==> config.mk <==
export PLATFORM = sky130hd
export DESIGN_NAME = regfile_sb_flat
export DESIGN_NICKNAME = d
export VERILOG_FILES = /design/src/rtl/regfile_sb_if.sv /design/src/rtl/regfile_sb.sv /design/src/flat_wrapper.sv
export SDC_FILE = /design/constraint.sdc
export NUM_CORES = 2
export LEC_CHECK = 0
export BUFFER_PORTS_ARGS = -buffer_cell sky130_fd_sc_hd__buf_2
export CORE_MARGIN = 2
export CORE_UTILIZATION = 54
export CTS_CLUSTER_SIZE = 20
export DETAILED_ROUTE_END_ITERATION = 8
export GPL_ROUTABILITY_DRIVEN = 0
export PLACE_DENSITY = 0.73
export SYNTH_ARGS = -nofsm -noshare
export SYNTH_HDL_FRONTEND = slang
export SYNTH_SLANG_ARGS = --single-unit
==> constraint.sdc <==
create_clock -name clock -period 71.9 [get_ports clock]
set_input_delay 3.595 -clock clock [delete_from_list [all_inputs] [get_ports clock]]
set_output_delay 3.595 -clock clock [all_outputs]
set_load 0.02 [all_outputs]
==> src/rtl/regfile_sb_if.sv <==
// -----------------------------------------------------------------------------
// regfile_sb_if
// Groups the decode-stage signals of the register file and scoreboard into one
// bundle.
//
// Parameters:
//   WIDTH  - register data width
//   ADDR_W - register address width (depth = 2**ADDR_W)
//
// Signals:
//   ctrl_writeEnable / ctrl_writeReg / data_writeReg : write port
//   ctrl_readRegA / data_readRegA                    : read port A
//   ctrl_readRegB / data_readRegB                    : read port B
//   ctrl_issue / ctrl_issueReg                       : marks a destination as pending
//   busy_A / busy_B                                  : scoreboard bit of each read address
//   dbg_addr / dbg_data                              : registered debug tap
//
// Modports:
//   master - the decode stage that drives requests
//   slave  - the register file
// -----------------------------------------------------------------------------
interface regfile_sb_if #(
  parameter int WIDTH  = 32,
  parameter int ADDR_W = 5
);
  logic              ctrl_writeEnable;
  logic [ADDR_W-1:0] ctrl_writeReg;
  logic [WIDTH-1:0]  data_writeReg;
  logic [ADDR_W-1:0] ctrl_readRegA;
  logic [ADDR_W-1:0] ctrl_readRegB;
  logic [WIDTH-1:0]  data_readRegA;
  logic [WIDTH-1:0]  data_readRegB;
  logic              ctrl_issue;
  logic [ADDR_W-1:0] ctrl_issueReg;
  logic              busy_A;
  logic              busy_B;
  logic [ADDR_W-1:0] dbg_addr;
  logic [WIDTH-1:0]  dbg_data;

  modport master (
    output ctrl_writeEnable, ctrl_writeReg, data_writeReg,
    output ctrl_readRegA, ctrl_readRegB,
    output ctrl_issue, ctrl_issueReg,
    output dbg_addr,
    input  data_readRegA, data_readRegB,
    input  busy_A, busy_B,
    input  dbg_data
  );

  modport slave (
    input  ctrl_writeEnable, ctrl_writeReg, data_writeReg,
    input  ctrl_readRegA, ctrl_readRegB,
    input  ctrl_issue, ctrl_issueReg,
    input  dbg_addr,
    output data_readRegA, data_readRegB,
    output busy_A, busy_B,
    output dbg_data
  );
endinterface

==> src/rtl/regfile_sb.sv <==
// -----------------------------------------------------------------------------
// regfile_sb
// Register file with two combinational read ports, one write port and a
// pending-write scoreboard (one busy bit per register) for RAW-hazard stalls
// in the decode stage. Entry 0 is hardwired to zero and is never busy.
// A registered debug tap returns the pre-write contents of dbg_addr one
// cycle later.
//
// Ports:
//   clock      - single clock, all state updates on the rising edge
//   ctrl_reset - asynchronous active-high reset (clears entries, busy bits, tap)
//   bus        - regfile_sb_if.slave (write, read A/B, issue, busy, debug tap)
//
// Configuration macro:
//   REGFILE_BYPASS_EN - when defined, a same-cycle write to the register being
//                       read is forwarded to that read port, and its busy
//                       output is forced low unless the same register is being
//                       issued in that cycle. Undefined (default): read ports
//                       and busy outputs reflect stored state only.
// -----------------------------------------------------------------------------
module regfile_sb #(
  parameter int WIDTH  = 32,
  parameter int ADDR_W = 5
) (
  input  logic        clock,
  input  logic        ctrl_reset,
  regfile_sb_if.slave bus
);

  localparam int DEPTH = 2 ** ADDR_W;

  logic [DEPTH-1:0][WIDTH-1:0] entry_q;
  logic [DEPTH-1:0][WIDTH-1:0] entry_d;
  logic [DEPTH-1:0]            busy_q;
  logic [DEPTH-1:0]            busy_d;
  logic [WIDTH-1:0]            dbg_data_q;
  logic [WIDTH-1:0]            dbg_data_d;

  logic wr_valid;
  logic iss_valid;

  // Address 0 is ignored for writes, issues and clears alike.
  always_comb begin
    wr_valid  = bus.ctrl_writeEnable && (bus.ctrl_writeReg != '0);
    iss_valid = bus.ctrl_issue && (bus.ctrl_issueReg != '0);
  end

  always_comb begin
    entry_d = entry_q;
    if (wr_valid) begin
      entry_d[bus.ctrl_writeReg] = bus.data_writeReg;
    end
    entry_d[0] = '0;
  end

  // Clear first, then set: when issue and write hit the same register the
  // new producer stays outstanding.
  always_comb begin
    busy_d = busy_q;
    if (wr_valid) begin
      busy_d[bus.ctrl_writeReg] = 1'b0;
    end
    if (iss_valid) begin
      busy_d[bus.ctrl_issueReg] = 1'b1;
    end
    busy_d[0] = 1'b0;
  end

  // The tap reads the stored array, so a same-cycle write shows up one
  // cycle later.
  always_comb begin
    dbg_data_d = entry_q[bus.dbg_addr];
  end

  always_ff @(posedge clock or posedge ctrl_reset) begin
    if (ctrl_reset) begin
      entry_q    <= '0;
      busy_q     <= '0;
      dbg_data_q <= '0;
    end else begin
      entry_q    <= entry_d;
      busy_q     <= busy_d;
      dbg_data_q <= dbg_data_d;
    end
  end

`ifdef REGFILE_BYPASS_EN
  logic fwd_a;
  logic fwd_b;
  logic iss_same;

  // Forwarding is suppressed during reset so the ports read zero while
  // ctrl_reset is high.
  always_comb begin
    iss_same = iss_valid && (bus.ctrl_issueReg == bus.ctrl_writeReg);
    fwd_a    = wr_valid && !ctrl_reset && (bus.ctrl_readRegA == bus.ctrl_writeReg);
    fwd_b    = wr_valid && !ctrl_reset && (bus.ctrl_readRegB == bus.ctrl_writeReg);

    bus.data_readRegA = fwd_a ? bus.data_writeReg : entry_q[bus.ctrl_readRegA];
    bus.data_readRegB = fwd_b ? bus.data_writeReg : entry_q[bus.ctrl_readRegB];
    bus.busy_A        = (fwd_a && !iss_same) ? 1'b0 : busy_q[bus.ctrl_readRegA];
    bus.busy_B        = (fwd_b && !iss_same) ? 1'b0 : busy_q[bus.ctrl_readRegB];
  end
`else
  always_comb begin
    bus.data_readRegA = entry_q[bus.ctrl_readRegA];
    bus.data_readRegB = entry_q[bus.ctrl_readRegB];
    bus.busy_A        = busy_q[bus.ctrl_readRegA];
    bus.busy_B        = busy_q[bus.ctrl_readRegB];
  end
`endif

  assign bus.dbg_data = dbg_data_q;

endmodule

==> src/flat_wrapper.sv <==
// flat-port wrapper written by rule: the top's interface ports become plain ports
module regfile_sb_flat 
#(
  parameter int WIDTH  = 32,
  parameter int ADDR_W = 5
)
  (clock, ctrl_reset, bus_ctrl_writeEnable, bus_ctrl_writeReg, bus_data_writeReg, bus_ctrl_readRegA, bus_ctrl_readRegB, bus_ctrl_issue, bus_ctrl_issueReg, bus_dbg_addr, bus_data_readRegA, bus_data_readRegB, bus_busy_A, bus_busy_B, bus_dbg_data);
  regfile_sb_if #(.WIDTH(WIDTH), .ADDR_W(ADDR_W)) bus_i ();
  input  logic clock;
  input  logic ctrl_reset;
  input wire logic [$bits(bus_i.ctrl_writeEnable)-1:0] bus_ctrl_writeEnable;
  input wire logic [$bits(bus_i.ctrl_writeReg)-1:0] bus_ctrl_writeReg;
  input wire logic [$bits(bus_i.data_writeReg)-1:0] bus_data_writeReg;
  input wire logic [$bits(bus_i.ctrl_readRegA)-1:0] bus_ctrl_readRegA;
  input wire logic [$bits(bus_i.ctrl_readRegB)-1:0] bus_ctrl_readRegB;
  input wire logic [$bits(bus_i.ctrl_issue)-1:0] bus_ctrl_issue;
  input wire logic [$bits(bus_i.ctrl_issueReg)-1:0] bus_ctrl_issueReg;
  input wire logic [$bits(bus_i.dbg_addr)-1:0] bus_dbg_addr;
  output wire logic [$bits(bus_i.data_readRegA)-1:0] bus_data_readRegA;
  output wire logic [$bits(bus_i.data_readRegB)-1:0] bus_data_readRegB;
  output wire logic [$bits(bus_i.busy_A)-1:0] bus_busy_A;
  output wire logic [$bits(bus_i.busy_B)-1:0] bus_busy_B;
  output wire logic [$bits(bus_i.dbg_data)-1:0] bus_dbg_data;
  assign bus_i.ctrl_writeEnable = bus_ctrl_writeEnable;
  assign bus_i.ctrl_writeReg = bus_ctrl_writeReg;
  assign bus_i.data_writeReg = bus_data_writeReg;
  assign bus_i.ctrl_readRegA = bus_ctrl_readRegA;
  assign bus_i.ctrl_readRegB = bus_ctrl_readRegB;
  assign bus_i.ctrl_issue = bus_ctrl_issue;
  assign bus_i.ctrl_issueReg = bus_ctrl_issueReg;
  assign bus_i.dbg_addr = bus_dbg_addr;
  assign bus_data_readRegA = bus_i.data_readRegA;
  assign bus_data_readRegB = bus_i.data_readRegB;
  assign bus_busy_A = bus_i.busy_A;
  assign bus_busy_B = bus_i.busy_B;
  assign bus_dbg_data = bus_i.dbg_data;
  regfile_sb #(.WIDTH(WIDTH), .ADDR_W(ADDR_W)) u_core (.clock(clock), .ctrl_reset(ctrl_reset), .bus(bus_i));
endmodule
## Yosys cells after proc, flatten, opt, wreduce, memory -nomap -nowiden

Cells that the tools add are included.

| storage, ports and cells | value |
|---|---|
| logic and storage cells | 68 |
| output and inout port bits | 98 |
| flip-flop bits (word level) | 1,055 |

| operators by class | value |
|---|---|
| reductions and logical operators | 6 |
| muxes and demuxes | 19 |
| order comparisons | 7 |
| bitwise operators | 3 |

Operators with widths:

| cell | count |
|---|---|
| 1024-bit bitwise mux | 1 |
| 32-bit binary-select mux with 5-bit select | 3 |
| 32-bit two-way mux | 6 |
| 32-bit demux with 5-bit select | 1 |
| 32-bit AND | 1 |
| 32-bit inverter | 1 |
| 32-bit OR | 1 |
| 5-bit by 6-bit less-than comparator with 1-bit output (second input constant) | 5 |
| 1-bit binary-select mux with 5-bit select | 2 |
| 1-bit demux with 5-bit select | 2 |
| 5-bit by 1-bit greater-or-equal comparator with 1-bit output (second input constant) | 2 |
| 5-bit nonzero test | 2 |
| 1-bit logical AND | 4 |
| 1-bit two-way mux | 4 |

## Depth between registers and ports, before layout

| logic depth | value |
|---|---|
| depth in word-level cells | 9 |
| gate-level depth with buffers | 9 |
| mapped depth without buffers | 4 |

## Least setup slack after synthesis

No wires, ideal clock.

| path | value |
|---|---|
| path kind | input -> output |
| start point | input bus_ctrl_readRegA[0] |
| end point | output bus_data_readRegA[10] |
| setup slack | 63.068 ns |
| path buffers | 3 |
| arrival | 5.237 ns |
| stages on the path | 7 |
| cell sequence | buf_2 > buf_4 > buf_2 > mux4_2 > a22o_1 > o21ai_1 > o31ai_1 |

| on the way | value |
|---|---|
| cells in the longest elaborated chain, start to end | 2 |

Ends and longest elaborated chain:

| item | RTL line | source |
|---|---|---|
| start: declaration | flat_wrapper.sv:14 | `input wire logic [$bits(bus_i.ctrl_readRegA)-1:0] bus_ctrl_readRegA;` |
| 32-bit binary-select mux with 5-bit select | regfile_sb.sv:106 | `bus.data_readRegA = entry_q[bus.ctrl_readRegA];` |
| 32-bit two-way mux (not written as such) | regfile_sb.sv:106 |  |
| end: declaration | flat_wrapper.sv:19 | `output wire logic [$bits(bus_i.data_readRegA)-1:0] bus_data_readRegA;` |

No other way between the ends. The select of a mux whose other input is x is not followed.

## Worst setup path in the final report

| path | value |
|---|---|
| start point | input bus_ctrl_readRegB[0] |
| end point | output bus_data_readRegB[30] |

| on the way | value |
|---|---|
| cells in the longest elaborated chain, start to end | 2 |

Ends and longest elaborated chain:

| item | RTL line | source |
|---|---|---|
| start: declaration | flat_wrapper.sv:15 | `input wire logic [$bits(bus_i.ctrl_readRegB)-1:0] bus_ctrl_readRegB;` |
| 32-bit binary-select mux with 5-bit select | regfile_sb.sv:107 | `bus.data_readRegB = entry_q[bus.ctrl_readRegB];` |
| 32-bit two-way mux (not written as such) | regfile_sb.sv:107 |  |
| end: declaration | flat_wrapper.sv:20 | `output wire logic [$bits(bus_i.data_readRegB)-1:0] bus_data_readRegB;` |

No other way between the ends. The select of a mux whose other input is x is not followed.

==> results.txt <==
----------------------------------------------------
[Worst setup path]
  Crit path max fanout ... 75
  Type of the worst setup path ... in2out
  Type of origin of the critical path ... input port
  Required time at the endpoint of the critical path ... 68.31 ns
  Worst endpoint data arrival time ... 7.79 ns
  Element type at the critical path end ... primary output

[Synth]
  Dominant cell type by area after synthesis ... dfrtp_1
  Cell area after synthesis ... about 0.064 mm^2
  Avg Inst Size Synth ... 14.3 um^2
  Gate Count Post-Synth ... 4,470
  Post-synthesis mux area share ... between 40 and 50%
  Syn Nets ... 4,531
  Area contributors post-synth ... dfrtp_1 41%, mux4_2 21%, mux2_2 19%
  Post-Synth XOR/XNOR Area ... 0%
  Async S/R FF share, synth ... 100%
  Proportion of netlist area held by the largest area contributor ... roughly two fifths
  Most frequent cell after synthesis ... mux2_2
  Adder-Cell Fraction of Synth Area ... 0%
  Post-synth EDFFs ... 0
  Number of warnings printed during yosys synthesis ... 0
  Dominant combinational cell family by area after synthesis ... multiplexers
  Post-Synth Simple-Gate Area ... between 1.5 and 2%
  Sequential cell area fraction in the yosys report ... 41.3%
  Commonest register cell after synthesis ... dfrtp_1
  Seq cells post-synth ... 1,055
  Most frequent cells after synthesis ... 1,081 x mux2_2, 1,055 x dfrtp_1, 588 x mux4_2
  Complex-gate fraction of the synthesized area ... 8.48%
  Number of distinct library cell variants in the gate-level netlist after synthesis ... 31

[Place]
  DP HPWL ... 114,000 um
  Worst slack after detailed placement ... around 61 ns
  Port-buffer cells ... about 160
  Post-DP Area ... 0.0653 mm^2

[Timing]
  Worst max-slew margin expressed relative to the limit ... 24.7%
  Post-route minimum period ... between 10 and 15 ns
  Worst Clk Skew ... 0.0271 ns
  Setup repair after global routing missed its margin ... false
  Max frequency ... roughly 0.09 GHz
  Final Max Slew Viols ... 0
  Number of endpoints failing setup at the final stage ... 0
  Count of endpoints failing hold in the final timing report ... 0
  Slew at the pin closest to its max-slew limit ... 1.13 ns
  Final period utilization ... approximately 16%
  Total negative slack ... 0 ns
  Slack of the critical path ... 60.51 ns

[Routing]
  Number of design-rule violations left by the first detailed-router iteration ... 5,435
  Routed via count ... roughly 45,000
  Total Wirelength ... just over 200,000 um
  Average via count per standard cell ... 7.47
  Number of optimization iterations in the first detailed-route pass ... 5
  Number of DRC violations after detailed routing ... 0
  Post-route ant nets ... 0
  Routed length per placed instance ... 34.5 um

[Floorplanning]
  Area of the die ... 0.121 mm^2
  Die X-Extent ... around 350 um
  Placeable Area ... 0.118 mm^2
  Die Height ... 348 um
  Std cell rows ... 126
  Number of placed I/O pins ... 159
  Initial core utilization ... 54.3%

[Clock tree]
  Later-pin clock latency in the skew report ... 0.72 ns
  Number of gates resized after CTS ... 0
  Depth of the CTS H-tree ... 3
  Clock Sink Count ... ~1,100
  Clock transition at the registers of the reported paths ... 0.06 ns
  Quantity of hold-fixing buffers added after cts ... 0
  TritonCTS buffer count ... about 110
  Root buffer cell ... clkbuf_16
  # Post-CTS Setup Buffers ... 0
  Clock Path Buffers ... 3
  Clock tree from TritonCTS ... built

[Pwr]
  VDD IR-drop max ... 22.0 uV
  Power per standard cell area ... 27.4 mW/mm^2
  Leakage component of the power ... roughly 29 nW

[Outcome]
  Status ... complete, no violations

[Final layout]
  Share of cells above drive strength 1 ... 49.1%
  Number of nets in the finished design ... 4,390
  Area Overhead vs Synth ... 8.10%
  Fin area ... between 0.06 and 0.07 mm^2

[Flow run]
  Max-cap violations ... 0

[Global route]
  Via count of the first global-routing pass ... roughly 46,000
  Remaining Overflow, GRT ... 0
  Pin count of the biggest net entering global routing ... 163
  Number of antenna violations at the first check in global routing ... 2
  Total global-route track usage ... 33.9%
  Wire length of the first global-routing pass ... ~300,000 um

[Min path]
  Hold crit path type ... reg2reg

----------------------------------------------------
[final timing paths]
check                                startpoint                 endpoint  slack (ns)  cells after the start
max                        bus_ctrl_readRegB[0]    bus_data_readRegB[30]       60.51                      8
min in group asynchronous            ctrl_reset        u_core.busy_q[27]        3.04                      2
max reg2reg                 u_core.entry_q[939]  u_core.bus.dbg_data[11]       69.80                      4
min reg2reg                   u_core.busy_q[11]        u_core.busy_q[11]        0.51                      2
min                           u_core.busy_q[11]        u_core.busy_q[11]        0.51                      2
max in group asynchronous            ctrl_reset      u_core.entry_q[333]       64.72                      6
[power breakdown]
part           internal [mW]  switching, mW
clock                  0.354          0.252
sequential             0.711          0.110
combinational          0.269          0.196
[per-stage QoR]
stage	power [mW]	util [%]	hold slack [ns]	cells
2_1_floorplan	1.16	-	0.461	4470
3_3_place_gp	1.26	55.4	0.485	5752
3_5_place_dp	1.29	55.4	0.495	5752
4_1_cts	1.89	58.7	0.509	5957
5_1_grt	1.96	58.7	0.540	5957
6_report	1.89	58.7	0.514	5958
[per-layer routing]
metal	wire [um]	share of wire, %	vias up	GRT usage [%]
met5	0	0	-	0.200
met4	11500	5.6	0	17.7
met3	21700	11	662	7.63
li1	-	-	17500	-
met2	94200	46	2802	51.9
met1	78200	38	23600	45.7
[layout by cell type (no fill, tap or decap), drive strengths merged]
cell type,Yosys,layout
nand2b,4,4
a32o,1,1
a211oi,98,98
o21ai,134,134
mux4,588,588
a22o,303,303
clkinv,0,27
clkbuf,272,159
o31ai,98,98
clkinvlp,0,4
dfrtp,1055,1055
or2,4,4
or3b,1,1
nand2,27,27
nor3b,7,7
nand3,4,4
and3,1,1
nor2,25,25
diode,0,1
mux2i,296,296
bufinv,0,10
nand3b,7,7
mux2,1089,1089
buf,236,254
nor3,2,2
nor2b,10,10
o22ai,98,98
inv,8,13
and2,102,102
[critical path, cell delays in order]
cell and delay, ns:
buf_8 0.63, buf_4 0.83, buf_4 0.84, mux4_2 0.61, a22o_1 0.21, o21ai_0 0.44, o31ai_1 0.18, buf_2 0.22
[cell families after synthesis]
family | Yosys count
AO/OA/AOI/OAI | 732
buffers and inverters | 516
flip-flops | 1055
multiplexers | 1973
AND/OR/NAND/NOR | 194
[state kept, by name, summed over array words and instances (netlist names)]
signal               flops
u_core.bus.dbg_data     32
u_core.busy_q           31
u_core.entry_q         992
[layout make-up]
| cell class | count | area (um^2) |
|---|---|---|
| clock buffer | 159 | 3290 |
| tap | 1536 | 1920 |
| timing repair buffer | 254 | 1660 |
| antenna | 1 | 2.50 |
| multi-input combinational | 2899 | 35300 |
| sequential | 1055 | 26400 |
| fill | 8991 | 48700 |
| inverter | 8 | 37.5 |
| clock inverter | 46 | 547 |
No activity file was read; power rests on OpenSTA's default activity.
